File: src/rtl/state_sequencer.sv
// state_sequencer: key-driven 7-state one-hot sequencer for the hex-display mapper.
// Raw keys are synchronized and debounced. Each accepted press moves the one-hot state
// one step forward or backward, with wrap pulsing on any S6<->S0 transition.
// Optional feature macro: SEQ_AUTO_ADVANCE_EN builds a timed auto-advance driven by
// sw_auto. Without the macro, sw_auto is accepted but ignored.
// Event handshake: press events are single-cycle strobes with no back-pressure. The
// FSM consumes every event in the cycle that it is asserted.
module state_sequencer #(
  parameter int DEBOUNCE_CYCLES = 500000,
  parameter int AUTO_CYCLES     = 50000000
) (
  input  logic       clk,
  input  logic       rst_n,
  input  logic       key_next_n,
  input  logic       key_prev_n,
  input  logic       sw_auto,
  output logic [6:0] state_out,
  output logic       wrap
);

  localparam int DW = (DEBOUNCE_CYCLES > 2) ? $clog2(DEBOUNCE_CYCLES) : 1;
  localparam logic [DW-1:0] CNT_LAST = DW'(DEBOUNCE_CYCLES - 1);

  typedef enum logic [6:0] {
    S0 = 7'b0000001,
    S1 = 7'b0000010,
    S2 = 7'b0000100,
    S3 = 7'b0001000,
    S4 = 7'b0010000,
    S5 = 7'b0100000,
    S6 = 7'b1000000
  } state_t;

  // Index 0 is the next key and index 1 is the prev key. All of these are active-low levels.
  logic [1:0]    key_raw;
  logic [1:0]    sync1;
  logic [1:0]    sync2;
  logic [1:0]    deb;
  logic [1:0]    deb_dly;
  logic [DW-1:0] cnt [2];
  logic          ev_next;
  logic          ev_prev;
  logic          tick;

  state_t state_q;
  state_t state_d;
  logic   wrap_d;

  assign key_raw = {key_prev_n, key_next_n};

  // Two-flop synchronizers and per-key debounce. The accepted level only moves after
  // the synced level has differed for DEBOUNCE_CYCLES consecutive cycles.
  always_ff @(posedge clk or negedge rst_n) begin
    if (!rst_n) begin
      sync1   <= 2'b11;
      sync2   <= 2'b11;
      deb     <= 2'b11;
      deb_dly <= 2'b11;
      cnt[0]  <= '0;
      cnt[1]  <= '0;
    end else begin
      sync1   <= key_raw;
      sync2   <= sync1;
      deb_dly <= deb;
      for (int i = 0; i < 2; i++) begin
        if (sync2[i] == deb[i]) begin
          cnt[i] <= '0;
        end else if (cnt[i] == CNT_LAST) begin
          deb[i] <= sync2[i];
          cnt[i] <= '0;
        end else begin
          cnt[i] <= cnt[i] + 1'b1;
        end
      end
    end
  end

  // A press is the accepted level falling from 1 to 0. A release produces no event.
  assign ev_next = deb_dly[0] & ~deb[0];
  assign ev_prev = deb_dly[1] & ~deb[1];

`ifdef SEQ_AUTO_ADVANCE_EN
  localparam int AW = (AUTO_CYCLES > 2) ? $clog2(AUTO_CYCLES) : 1;
  localparam logic [AW-1:0] AUTO_LAST = AW'(AUTO_CYCLES - 1);

  logic          sw_s1;
  logic          sw_s2;
  logic [AW-1:0] timer;

  // A key event suppresses the tick in the same cycle, so the key step wins.
  assign tick = sw_s2 && (timer == AUTO_LAST) && !(ev_next || ev_prev);

  // Synchronize sw_auto and run the auto-advance timer. Any key event restarts it.
  always_ff @(posedge clk or negedge rst_n) begin
    if (!rst_n) begin
      sw_s1 <= 1'b0;
      sw_s2 <= 1'b0;
      timer <= '0;
    end else begin
      sw_s1 <= sw_auto;
      sw_s2 <= sw_s1;
      if (ev_next || ev_prev || !sw_s2 || timer == AUTO_LAST) begin
        timer <= '0;
      end else begin
        timer <= timer + 1'b1;
      end
    end
  end
`else
  logic unused_sw_auto;
  assign unused_sw_auto = sw_auto;
  assign tick = 1'b0;
`endif

  // Next-state logic. Steps are rotations of the one-hot vector. Illegal codes recover to S0.
  always_comb begin
    state_d = state_q;
    wrap_d  = 1'b0;
    if (!$onehot(state_q)) begin
      state_d = S0;
    end else if (ev_next && ev_prev) begin
      state_d = state_q;
    end else if (ev_next || tick) begin
      state_d = state_t'({state_q[5:0], state_q[6]});
      wrap_d  = state_q[6];
    end else if (ev_prev) begin
      state_d = state_t'({state_q[0], state_q[6:1]});
      wrap_d  = state_q[0];
    end
  end

  // State and wrap are registered together so that wrap aligns with the state change.
  always_ff @(posedge clk or negedge rst_n) begin
    if (!rst_n) begin
      state_q <= S0;
      wrap    <= 1'b0;
    end else begin
      state_q <= state_d;
      wrap    <= wrap_d;
    end
  end

  assign state_out = state_q;

endmodule

File: config.mk
export PLATFORM = sky130hd
export DESIGN_NAME = state_sequencer
export DESIGN_NICKNAME = d
export VERILOG_FILES = /design/src/rtl/state_sequencer.sv
export SDC_FILE = /design/constraint.sdc
export NUM_CORES = 1
export LEC_CHECK = 0
export BUFFER_PORTS_ARGS = -buffer_cell sky130_fd_sc_hd__buf_2
export CORE_AREA = 8 8 92 94
export DETAILED_ROUTE_END_ITERATION = 8
export DIE_AREA = 0 0 100 102
export RECOVER_POWER = 25
export SETUP_SLACK_MARGIN = 0.2
export SYNTH_ARGS = -nofsm -noshare
export SYNTH_HDL_FRONTEND = slang
export SYNTH_SLANG_ARGS = --single-unit
File: constraint.sdc
create_clock -name clk -period 9.25 [get_ports clk]
set_input_delay 1.85 -clock clk [delete_from_list [all_inputs] [get_ports clk]]
set_output_delay 1.85 -clock clk [all_outputs]
set_load 0.01 [all_outputs]
== Yosys cells after proc, flatten, opt, wreduce, memory -nomap -nowiden ==
Cells that the tools add are included.
W data, S select, Z words.

* Flip-flop bits (word level): 54
* Bits in latches: 0
* Memory bits (writable): 0
* ROM bits: 0
* Input port bits: 5
* Memories: 0

* Add/subtract/negate cells: 8
* Multipliers: 0
* Div/mod/pow operators: 0
* $lt $le $gt $ge: 0
* Equal/unequal tests: 7
* Shift-type cells: 0
* Multiplexer cells: 12
* Bitwise gates (word level): 6
* Reductions and logical operators: 4

{| class="wikitable"
|+ Operator list
! cell !! number
|-
| $mux W19 || 4
|-
| $add A19 B1 Y19 const B || 2
|-
| $eq A19 B19 Y1 const B || 2
|-
| $mux W7 || 4
|-
| $add A1 B1 Y2 || 3
|-
| $reduce_and A2 Y1 || 3
|-
| $mux W1 || 4
|-
| $not A1 Y1 || 4
|-
| $add A2 B1 Y3 || 1
|-
| $add A2 B2 Y3 || 1
|-
| $add A3 B3 Y3 || 1
|-
| $eq A3 B1 Y1 const B || 1
|-
| $ne A3 B3 Y1 const B || 1
|-
| $and A1 B1 Y1 || 2
|-
| $eq A1 B1 Y1 || 2
|-
| $ne A2 B2 Y1 const B || 1
|-
| $logic_and A1 B1 Y1 || 1
|}

== Longest topological paths before layout ==
* Depth in word-level cells: 6
* Gate-level depth with buffers: 9
* Gate-level depth less buffers: 9

== Worst setup path before layout ==
Ideal clock, no wire load.

* Path kind: reg2reg
* Start: register state_q[0] (netlist: state_out[0])
* End: register wrap
* Setup time: 0.088 ns
* Data arrival time: 2.863 ns
* Data required time: 9.162 ns
* Path slack: 6.299 ns
* Cell stages (with the launch flop): 10
* Period minus slack after synthesis: 2.951 ns
* Path through: dfstp_2 > inv_1 > fa_1 > fa_1 > inv_1 > fa_1 > fa_1 > nor2_1 > nand2_1 > nor3b_1

* Longest elaborated chain between the ends: 5
* Elaborated cells between the ends (all ways): 8
* Classes of those cells: 3 x add/sub; 1 x eq/ne; 4 x mux

{| class="wikitable"
|+ Ends and longest elaborated chain
! item !! RTL line !! source
|-
| start: declaration || 45 || <nowiki>state_t state_q;</nowiki>
|-
| start signal: assignment || 138 || <nowiki>state_q <= state_d;</nowiki>
|-
| $add A1 B1 Y2 (not written as such) || 119 || <nowiki>if (!$onehot(state_q)) begin</nowiki>
|-
| $add A2 B2 Y3 (not written as such) || 119 ||
|-
| $add A3 B3 Y3 (not written as such) || 119 ||
|-
| $eq A3 B1 Y1 || 119 ||
|-
| $mux W1 (*) || 119 ||
|-
| named net wrap_d || 47 || <nowiki>logic wrap_d;</nowiki>
|-
| end signal: assignment || 139 || <nowiki>wrap <= wrap_d;</nowiki>
|-
| end: declaration || 18 || <nowiki>output logic wrap</nowiki>
|}

The timed path passes the listed nets; every way through them passes the cells marked *.
A chain may end at the register's enable or synchronous reset.

==> results_tabular.tex <==
\begin{tabular}{lr}
\hline
Metric & Value \\
\hline
\multicolumn{2}{l}{\textbf{Pwr}} \\
\quad Leakage power total & between 1 and 1.5 nW \\
\quad Peak supply drop & about 0.060 mV \\
\quad Design Power & between 0.0003 and 0.0004 W \\
\quad Power density over the cells & roughly 130 mW/mm2 \\
\multicolumn{2}{l}{\textbf{Synth}} \\
\quad Number of flops mapped to enable cells by yosys & 0 \\
\quad Most frequently used cell type in the post-synthesis netlist & sky130\_fd\_sc\_hd\_\_nor2\_1 \\
\quad Mean Syn Cell Area & between 10 and 15 um2 \\
\quad Dominant cells by area after synthesis & sky130\_fd\_sc\_hd\_\_dfrtp\_1 42\%, sky130\_fd\_sc\_hd\_\_dfstp\_2 8.8\%, sky130\_fd\_sc\_hd\_\_xnor2\_1 7.5\% \\
\quad Top cell types by occurrence after synthesis & 46 x sky130\_fd\_sc\_hd\_\_nor2\_1, 45 x sky130\_fd\_sc\_hd\_\_dfrtp\_1, 23 x sky130\_fd\_sc\_hd\_\_xnor2\_1 \\
\quad Main flop type after synthesis & sky130\_fd\_sc\_hd\_\_dfrtp\_1 \\
\quad Top cell type by total area after synthesis & sky130\_fd\_sc\_hd\_\_dfrtp\_1 \\
\quad Post-synthesis sequential area ratio & about half \\
\quad Ys async rst share & 100\% \\
\quad Count of unique library cells instantiated by Yosys & 39 \\
\quad Synthesized netlist net count & $\sim$270 \\
\quad Ys Warns & 0 \\
\quad Synthesized area & 0.00270 mm2 \\
\quad Syn Inst Count & $\sim$260 \\
\quad Post-synthesis register bit count & 54 \\
\quad Proportion of netlist area held by the largest area contributor & about two fifths \\
\multicolumn{2}{l}{\textbf{Timing}} \\
\quad Number of slew-limit violations in the final report & 74 \\
\quad Actual transition at the worst max-transition pin & $\sim$2.8 ns \\
\quad Worst hold slack & between 0.3 and 0.4 ns \\
\quad Finish-stage setup viols & 0 \\
\quad Clock skew & about 0.008 ns \\
\quad Share of the clock period used by the worst path after layout & approximately 44\% \\
\quad Achievable clock frequency & around 0.24 GHz \\
\quad RSZ-0062 raised after global routing & no \\
\quad Hold Vio Cnt, Final & 0 \\
\quad Crit path setup slack, layout & about 5 ns \\
\quad Final min period & slightly above 4 ns \\
\quad Slew margin rel. & -86.2\% \\
\quad Total Neg Setup Slack & 0 ns \\
\multicolumn{2}{l}{\textbf{Final layout}} \\
\quad Sequential Area & between 0.001 and 0.0015 mm2 \\
\quad Final core utilization & roughly two fifths \\
\quad Share of final-layout standard cells stronger than drive strength 1 & between 10\% and 20\% \\
\quad Area delta synth->final & 7.61\% \\
\quad Number of fill cells & roughly 700 \\
\quad Layout net count & approximately 290 \\
\quad Area of combinational cells with multiple inputs & roughly 0.0012 mm2 \\
\quad Diode count & 0 \\
\multicolumn{2}{l}{\textbf{CTS}} \\
\quad Buffers from clock root to sink, at most & 2 \\
\quad H-tree depth & 2 \\
\quad Later-pin clock latency in the skew report & around 0.30 ns \\
\quad Buffer type at the clock tree root & sky130\_fd\_sc\_hd\_\_clkbuf\_8 \\
\quad Clock slew at reported path FFs & approximately 0.090 ns \\
\quad TritonCTS clock tree & built \\
\quad Inserted Clock Buffers & 5 \\
\quad Number of buffers added for setup after CTS & 0 \\
\quad Number of resized instances in the post-cts repair step & 0 \\
\quad Hold-fix buffers, CTS & 0 \\
\quad Number of clock sinks & 54 \\
\multicolumn{2}{l}{\textbf{Detailed routing}} \\
\quad Final ANT Viol Nets & 0 \\
\quad Wire length per cell after detailed routing & around 13 um \\
\quad Number of DRC violations after detailed routing & 0 \\
\quad Via count of the routed design & about 1.8k \\
\quad Iteration-0 DRC Markers & 41 \\
\quad Avg Vias per Cell & just under 5 \\
\quad Drt total wl & 4.74 mm \\
\quad Drt first pass iters & 4 \\
\multicolumn{2}{l}{\textbf{Run status}} \\
\quad Status & complete, but fails checks \\
\quad Failing checks & max-capacitance violations, max-slew violations \\
\multicolumn{2}{l}{\textbf{Setup path}} \\
\quad First element of the critical path & rst\_n \\
\quad Number of logic stages on the critical path including buffering & 2 \\
\quad Critical path peak fanout & 54 \\
\quad Required time at the endpoint of the critical path & $\sim$9 ns \\
\quad Critical Path End Type & asynchronous set/reset pin \\
\quad Cell with the biggest individual delay on the critical path & sky130\_fd\_sc\_hd\_\_clkbuf\_1 \\
\quad Crit path arrival time & just under 4 ns \\
\quad Critical path buffers and inverters & 2 \\
\quad Worst-case reg-to-reg path depth & 4 \\
\quad Reg-to-reg critical path endpoint & cnt[28] \\
\quad Setup slack of the worst register-to-register path & about 6.1 ns \\
\quad Origin of the critical flop-to-flop path & cnt[30] \\
\quad Largest incremental delay on the critical path & just under 2 ns \\
\quad Kind of cell adding the most delay to the critical path & buffers and inverters \\
\quad Chain of cells forming the critical path & buf\_2, clkbuf\_1 \\
\quad Worst setup path endpoint & cnt[6] \\
\quad Nature of the critical path startpoint & input port \\
\quad Critical path class & in -> async \\
\multicolumn{2}{l}{\textbf{Die}} \\
\quad Core region area & 0.00706 mm2 \\
\quad IO Pins & 13 \\
\quad Die Width & $\sim$100 um \\
\quad Cell row count & 31 \\
\quad Starting Density & 38.2\% \\
\quad Die boundary height & around 100 um \\
\quad Die Area & slightly above 0.01 mm2 \\
\multicolumn{2}{l}{\textbf{Run}} \\
\quad Max-Cap Viols & 2 \\
\multicolumn{2}{l}{\textbf{Global route}} \\
\quad Number of global-route vias before repair & roughly 1.8k \\
\quad Global route total overflow & 0 \\
\quad Initial antenna violation count & 0 \\
\quad First-pass GRT wire length & 8.37 mm \\
\quad Largest net degree at the start of global routing & 55 \\
\quad Global-route usage over all layers & around 10\% \\
\multicolumn{2}{l}{\textbf{Placement}} \\
\quad Port Buffers & 11 \\
\quad Pre-CTS WS & 6.06 ns \\
\quad Final estimated routing congestion in global placement & about 0.79 \\
\quad Half-perimeter wire length after detailed placement & $\sim$3.2 mm \\
\multicolumn{2}{l}{\textbf{Hold path}} \\
\quad Path class of the lowest-slack min-delay path & reg -> reg \\
\hline
\end{tabular}
## metrics by stage
stage / area [um2] / std cells
2_1_floorplan: 2700 / 263
6_report: 2900 / 375
5_1_grt: 2900 / 375
3_3_place_gp: 2830 / 367
3_5_place_dp: 2830 / 367
4_1_cts: 2930 / 375
## final cells by class
| type | count | share of cell area (%) |
|---|---|---|
| inverter | 14 | 1.81 |
| multi-input combinational | 188 | 41.8 |
| clock buffer | 7 | 2.97 |
| clock inverter | 1 | 0.172 |
| sequential | 54 | 46.9 |
| timing repair buffer | 12 | 2.03 |
| tap | 99 | 4.27 |
## cell usage in the layout (no fill, tap or decap), drive strengths merged, types with 8 or more instances in the layout
cell type / Yosys / layout
dfrtp: 45 / 45
dfstp: 9 / 9
inv: 14 / 14
nor2: 46 / 46
clkbuf: 4 / 8
nand2: 13 / 13
nand4: 9 / 9
nand3: 13 / 13
or4: 9 / 9
a21oi: 12 / 12
buf: 3 / 11
nor4: 8 / 8
xnor2: 23 / 23
## how the worst min path moves through the flow
stage	slack, ns	startpoint	depth (start not counted)	end
final	0.37	sync1[1]	0	sync2[1]
after global placement	0.35	sync1[1]	0	sync2[1]
after CTS	0.37	sync1[1]	0	sync2[1]
after floorplan	0.35	sync1[0]	0	sync2[0]
after global routing	0.37	sync1[1]	0	sync2[1]
after detailed placement	0.35	sync1[1]	0	sync2[1]
## routing by layer
metal	global-route usage, %	vias to the layer above	wire length, um
met1	13.3	885	2380
met3	2.59	5	140
met2	15.6	13	2150
met4	4.19	0	68
li1	-	930	-
met5	0	-	0
## power by group
group	total, W	switching [W]	internal (W)	leakage (nW)
Sequential	0.000242	0.00000262	0.000240	0.718
Clock	0.000134	0.0000736	0.0000606	0.0482
Combinational	0.0000122	0.00000919	0.00000300	0.381
## kinds of logic (layout without fill, tap and decap cells)
kind of cell / Yosys count / count (layout) / share of synthesized area [%]
adders and majority gates: 6 / 6 / 3.90
and+or+nand+nor: 119 / 119 / 23.0
muxes: 6 / 6 / 2.32
buffers and inverters: 21 / 34 / 3.80
AOI/OAI and AO/OA: 27 / 27 / 6.77
xor gates and xnor gates: 30 / 30 / 9.74
DFF: 54 / 54 / 50.5
## sequential cells by signal, indices dropped and copies added (netlist names)
register	cells
cnt	38
sync2	2
wrap	1
state_out	7
deb	2
deb_dly	2
sync1	2
(Power assumes the default switching activity.)
